**src/rtl/rand_arbiter_pkg.sv**
```systemverilog
// Shared definitions for the random-number arbiter: LFSR geometry, seed,
// feedback taps, FSM encoding and the step counter limits.
package rand_pkg;

  localparam int          LFSR_W    = 13;
  localparam logic [12:0] LFSR_SEED = 13'h000F;

  // Feedback taps of the 13-bit Fibonacci LFSR
  localparam int TAP_A = 12;
  localparam int TAP_B = 3;
  localparam int TAP_C = 2;
  localparam int TAP_D = 0;

  localparam int         CNT_W     = 4;
  localparam logic [3:0] LAST_STEP = 4'd12;

  typedef enum logic [1:0] {
    IDLE   = 2'd0,
    SHIFT  = 2'd1,
    REDUCE = 2'd2,
    DONE   = 2'd3
  } state_t;

  // One LFSR step: shift left, feedback enters at bit 0
  function automatic logic [LFSR_W-1:0] lfsr_next(input logic [LFSR_W-1:0] r);
    logic fb;
    fb = r[TAP_A] ^ r[TAP_B] ^ r[TAP_C] ^ r[TAP_D];
    return {r[LFSR_W-2:0], fb};
  endfunction

endpackage

```
**src/rtl/rand_arbiter_lfsr13.sv**
```systemverilog
// 13-bit Fibonacci LFSR that only advances when told to.
module lfsr13
  import rand_pkg::*;
(
  input  logic              clock,
  input  logic              reset,
  input  logic              step,
  output logic [LFSR_W-1:0] q
);

  logic [LFSR_W-1:0] q_r;

  // LFSR state: reseed on reset, advance only while step is high
  always_ff @(posedge clock or negedge reset) begin
    if (!reset) begin
      q_r <= LFSR_SEED;
    end else if (step) begin
      q_r <= lfsr_next(q_r);
    end else begin
      q_r <= q_r;
    end
  end

  assign q = q_r;

endmodule

```
**src/rtl/rand_arbiter.sv**
```systemverilog
// Round-robin arbiter handing out bounded random numbers from one shared
// LFSR. Each grant advances the LFSR by a full 13 steps, then reduces the
// value modulo the requester's bound with a bit-serial restoring remainder.
module rand_arbiter
  import rand_pkg::*;
#(
  parameter int NREQ = 4,
  parameter int BW   = 8
) (
  input  logic               clock,
  input  logic               reset,
  input  logic [NREQ-1:0]    req,
  input  logic [NREQ*BW-1:0] bound,
  output logic [NREQ-1:0]    ack,
  output logic [LFSR_W-1:0]  rnd,
  output logic [2:0]         owner,
  output logic               busy
);

  state_t             state_r;
  state_t             state_s;
  logic [2:0]         ptr_r;
  logic [2:0]         owner_r;
  logic [CNT_W-1:0]   cnt_r;
  logic [13:0]        bound_r;
  logic [LFSR_W-1:0]  div_r;
  logic [13:0]        rem_r;
  logic [NREQ-1:0]    ack_r;
  logic [LFSR_W-1:0]  rnd_r;
  logic               busy_r;

  logic               grant_found_s;
  logic [2:0]         grant_idx_s;
  logic [7:0]         req_ext_s;
  logic [BW-1:0]      sel_bound_s;
  logic [13:0]        rem_shift_s;
  logic [13:0]        rem_next_s;
  logic [LFSR_W-1:0]  lfsr_q_s;
  logic               lfsr_step_s;
  logic [NREQ-1:0]    one_s;

  assign req_ext_s   = 8'(req);
  assign lfsr_step_s = (state_r == SHIFT);
  assign one_s       = {{(NREQ-1){1'b0}}, 1'b1};

  lfsr13 u_lfsr (
    .clock (clock),
    .reset (reset),
    .step  (lfsr_step_s),
    .q     (lfsr_q_s)
  );

  // Round-robin pick: first active request at or after the pointer, wrapping
  always_comb begin
    logic [3:0] cand;
    grant_found_s = 1'b0;
    grant_idx_s   = 3'd0;
    cand          = 4'd0;
    for (int i = 0; i < NREQ; i++) begin
      cand = {1'b0, ptr_r} + 4'(i);
      cand = (cand >= 4'(NREQ)) ? (cand - 4'(NREQ)) : cand;
      if (!grant_found_s && req_ext_s[cand[2:0]]) begin
        grant_found_s = 1'b1;
        grant_idx_s   = cand[2:0];
      end else begin
        grant_found_s = grant_found_s;
        grant_idx_s   = grant_idx_s;
      end
    end
  end

  // Bound of the requester about to be granted
  always_comb begin
    sel_bound_s = bound[grant_idx_s*BW +: BW];
  end

  // One restoring-remainder iteration. With a zero bound the compare always
  // passes and nothing is subtracted, so the raw dividend is rebuilt in rem.
  always_comb begin
    rem_shift_s = (rem_r << 1) | {13'd0, div_r[LFSR_W-1]};
    if (rem_shift_s >= bound_r) begin
      rem_next_s = rem_shift_s - bound_r;
    end else begin
      rem_next_s = rem_shift_s;
    end
  end

  // Next-state logic
  always_comb begin
    state_s = state_r;
    case (state_r)
      IDLE: begin
        if (grant_found_s) state_s = SHIFT;
        else               state_s = IDLE;
      end
      SHIFT: begin
        if (cnt_r == LAST_STEP) state_s = REDUCE;
        else                    state_s = SHIFT;
      end
      REDUCE: begin
        if (cnt_r == LAST_STEP) state_s = DONE;
        else                    state_s = REDUCE;
      end
      DONE:    state_s = IDLE;
      default: state_s = IDLE;
    endcase
  end

  // State, datapath and registered outputs
  always_ff @(posedge clock or negedge reset) begin
    if (!reset) begin
      state_r <= IDLE;
      ptr_r   <= 3'd0;
      owner_r <= 3'd0;
      cnt_r   <= {CNT_W{1'b0}};
      bound_r <= 14'd0;
      div_r   <= {LFSR_W{1'b0}};
      rem_r   <= 14'd0;
      ack_r   <= {NREQ{1'b0}};
      rnd_r   <= {LFSR_W{1'b0}};
      busy_r  <= 1'b0;
    end else begin
      state_r <= state_s;
      busy_r  <= (state_s != IDLE);
      ack_r   <= {NREQ{1'b0}};
      case (state_r)
        IDLE: begin
          if (grant_found_s) begin
            owner_r <= grant_idx_s;
            bound_r <= {{(14-BW){1'b0}}, sel_bound_s};
            cnt_r   <= {CNT_W{1'b0}};
          end
        end
        SHIFT: begin
          if (cnt_r == LAST_STEP) begin
            // The LFSR takes its 13th step on this same edge
            div_r <= lfsr_next(lfsr_q_s);
            rem_r <= 14'd0;
            cnt_r <= {CNT_W{1'b0}};
          end else begin
            cnt_r <= cnt_r + 4'd1;
          end
        end
        REDUCE: begin
          rem_r <= rem_next_s;
          div_r <= {div_r[LFSR_W-2:0], 1'b0};
          cnt_r <= cnt_r + 4'd1;
          if (cnt_r == LAST_STEP) begin
            rnd_r <= rem_next_s[LFSR_W-1:0];
            ack_r <= one_s << owner_r;
          end
        end
        DONE: begin
          ptr_r <= (owner_r == 3'(NREQ-1)) ? 3'd0 : (owner_r + 3'd1);
        end
        default: begin
          ptr_r <= 3'd0;
        end
      endcase
    end
  end

  assign ack   = ack_r;
  assign rnd   = rnd_r;
  assign owner = owner_r;
  assign busy  = busy_r;

endmodule

```
**config.mk**
```make
export PLATFORM = sky130hd
export DESIGN_NAME = rand_arbiter
export DESIGN_NICKNAME = d
export VERILOG_FILES = /design/src/rtl/rand_arbiter_pkg.sv /design/src/rtl/rand_arbiter_lfsr13.sv /design/src/rtl/rand_arbiter.sv
export SDC_FILE = /design/constraint.sdc
export NUM_CORES = 1
export LEC_CHECK = 0
export ABC_AREA = 1
export BUFFER_PORTS_ARGS = -buffer_cell sky130_fd_sc_hd__buf_2
export CAP_MARGIN = 10
export CORE_MARGIN = 1
export CORE_UTILIZATION = 30
export CTS_BUF_LIST = sky130_fd_sc_hd__clkbuf_2
export DETAILED_ROUTE_END_ITERATION = 8
export GPL_TIMING_DRIVEN = 0
export HOLD_SLACK_MARGIN = 0.06
export SLEW_MARGIN = 25
export SYNTH_ARGS = -nofsm -noshare
export SYNTH_HDL_FRONTEND = slang
export SYNTH_SLANG_ARGS = --single-unit
export TNS_END_PERCENT = 30
```
**constraint.sdc**
```tcl
create_clock -name clock -period 6.6 [get_ports clock]
set_input_delay 1.32 -clock clock [delete_from_list [all_inputs] [get_ports clock]]
set_output_delay 1.32 -clock clock [all_outputs]
set_load 0.005 [all_outputs]
```
==> results.cfg <==
[floorplan]
core_um2 = 14000
dieArea_um2 = 15000
rows = 43
die_h_um = 123
die_x_um = 123
pin_count = 59
initial_core_util = 0.311

[place]
dp_hpwl_um = 7750
portBuffers = 58
place_ws_ns = 3.79
gp_congestion = 0.887

[grt]
overflow = 0
grt_max_degree = 50
grt_pass1_vias = 3635
grt_util_all_layers = 0.143
grt_pass1_wl_um = 16800
antenna_found_initial = 0

[layout]
finalNetCount = 685
layout_commonest_cell = nand2_1
final_cell_mix = nand2_1 (163), inv_1 (79), dfrtp_1 (73)
drive_above_1_share = 0.176
layout-area-overhead-vs-synth_pct = 14.3

[outcome]
outcome = finished clean

[timing]
setup_slack_ns = 3.89
tightest_slew_ns = 0.676
maxSlewViolCount = 0
timing.slew.headroom = 0.548
finalCritPeriodShare = 0.410
fin_skew_ns = 0.0366
hold_violations = 0
setup-violations-final = 0
holdWs_ns = 0.500
fmax_mhz = 369
timing.final.crit_period_ns = 2.71
setup-tns-final_ns = 0
rsz0062_at_grt = false

[drt]
drt_pass1_iterations = 4
detail-route-antenna-nets = 0
finalWirelength_um = 9940
post_drt_wl_per_cell_um = 12.3
vias = 3755
viasPerCell = 4.63
drcViolationCount = 0
drtIter0Drc = 185

[min_path]
hp-class = reg2reg

[critical_path]
crit_path_top_delay_cell = dfrtp_1
max_stage_delay_ns = 0.46
cp-end-kind = register
worstSetupPathType = reg2reg
cp.arrival_ns = 3.10
critPathMaxFanout = 10
crit_required_ns = 6.99
cp_cell_sequence = inv_1 -> ha_1 -> inv_1 -> fa_1 -> nand2_1 -> o21bai_1 -> nand2_1 -> nand3_1 -> nor2_2 -> inv_2 -> buf_4 -> o21ai_1 -> o21ai_0
startpoint_type = register
path_delay_family = simple AND/OR/NAND/NOR gates
worst-path-buf-inv = 4

[power_and_ir_drop]
power.internal_w = 0.000783
power_frac_clock = 0.151
p_per_area_nw_per_um2 = 273
ir_worst_vdd_v = 0.0000678
pwr-share-seq = 0.408
net-switching-power_w = 0.000579
p_total_w = 0.00136
comb_power_share = 0.441
p_sw_frac = 0.425
p_leak_nw = 2.56

[yosys]
synth_area_um2 = 4370
synth_area_leaders = dfrtp_1 (42%), nand2_1 (14%), inv_1 (6.8%)
synth_area_per_cell_um2 = 7.87
syn_inst = 555
ys_seq_area_frac = 0.442
synth_top_area_cell = dfrtp_1
yosysUniqueCellTypes = 42
synth_nets = 615
ys_warn_count = 0
synth_seq_cells = 77
synth.top_cell.area_share = 0.418

[cts]
clockBufferDepth = 2
cts_root_buf = clkbuf_2
clock_latency_ns = 0.53
postCtsResizedCells = 0
htree_levels = 3
clk_pin_slew_ns = 0.20
ctsHoldBuffers = 0
postCtsSetupBuffers = 0
clock_sinks = 77
cts_made_buffers = 9
cts_tree = done

[flow_run]
maxCapViolations = 0
==> flip-flops by register name, summed over array words and instances, names as in the netlist <==
register,cells
rnd,13
cnt_r,4
bound_r,8
u_lfsr.q,13
rem_r,13
owner,3
ptr_r,3
busy,1
ack,4
div_r,13
state_r,2
==> cells in the mapped netlist, drive strengths merged <==
cell and n:
xor2 8, o22ai 7, a32o 1, a21boi 1
a21o 1, fa 1, o221ai 2, a21oi 8
clkbuf 6, dfrtp 73, dfstp 4, nand3 55
buf 5, nor3 4, nand2 171, ha 21
or2 9, xnor2 7, o21ai 43, inv 84
nand4 3, nor2 25, clkinv 1, a22o 2
o21bai 1, a31oi 1, o211ai 10, a211oi 1
==> power groups by stage <==
stage / logic [W] / clock network [W] / registers, W
2_1_floorplan: 0.000453 / 0 / 0.000555
3_3_place_gp: 0.000587 / 0 / 0.000564
3_5_place_dp: 0.000604 / 0 / 0.000565
4_1_cts: 0.000608 / 0.000219 / 0.000556
5_1_grt: 0.000693 / 0.000238 / 0.000562
6_report: 0.000601 / 0.000206 / 0.000555
==> final cells by class <==
class / count / area (um^2)
multi-input cells: 382 / 2060
diodes: 1 / 2.50
fillers: 1465 / 9050
flip-flops and latches: 77 / 1930
clock inverters: 4 / 17.5
plain buffers: 11 / 57.6
repair buffers: 59 / 320
inverters: 85 / 322
clock buffers: 12 / 60.1
well taps: 180 / 225
==> path summary, 6_finish.rpt <==
| kind | start | to | slack (ns) | cells past startpoint |
|---|---|---|---|---|
| max | div_r[12] | rnd[3] | 3.89 | 13 |
| min | u_lfsr.q[8] | u_lfsr.q[9] | 0.50 | 2 |
| min reg2reg | u_lfsr.q[8] | u_lfsr.q[9] | 0.50 | 2 |
| min in group asynchronous | reset | rnd[0] | 0.68 | 1 |
| max reg2reg | div_r[12] | rnd[3] | 3.89 | 13 |
| max in group asynchronous | reset | u_lfsr.q[1] | 5.27 | 2 |
==> worst register-to-register path, delay by kind of cell, from the launching register on <==
family,cells,cell delay [ns]
and+or+nand+nor,4,0.70
adders and majority gates,2,0.53
buffers and inverters,4,0.50
DFF,1,0.46
AOI/OAI and AO/OA,3,0.40
==> stage by stage <==
step	instance area [um^2]	util	instances
3_3_place_gp	4880	0.348	793
2_1_floorplan	4370	-	555
4_1_cts	4990	0.355	810
5_1_grt	4990	0.355	810
6_report	4990	0.356	811
3_5_place_dp	4910	0.350	794
==> per-layer routing <==
metal	GRT usage	share of wire
met4	0.0716	0.025
met2	0.239	0.47
met1	0.182	0.47
met3	0.0167	0.033
met5	0	0
==> cells by family (layout without fill, tap and decap cells) <==
| kind of cell | count (synthesis) | after routing | share of synthesized area |
|---|---|---|---|
| other | 0 | 1 | 0 |
| xor gates and xnor gates | 15 | 15 | 0.0301 |
| buffers and inverters | 96 | 171 | 0.0868 |
| adders and majority gates | 22 | 22 | 0.0648 |
| AOI/OAI and AO/OA | 78 | 78 | 0.105 |
| and+or+nand+nor | 267 | 267 | 0.271 |
| DFF | 77 | 77 | 0.442 |
(Power assumes the default switching activity.)
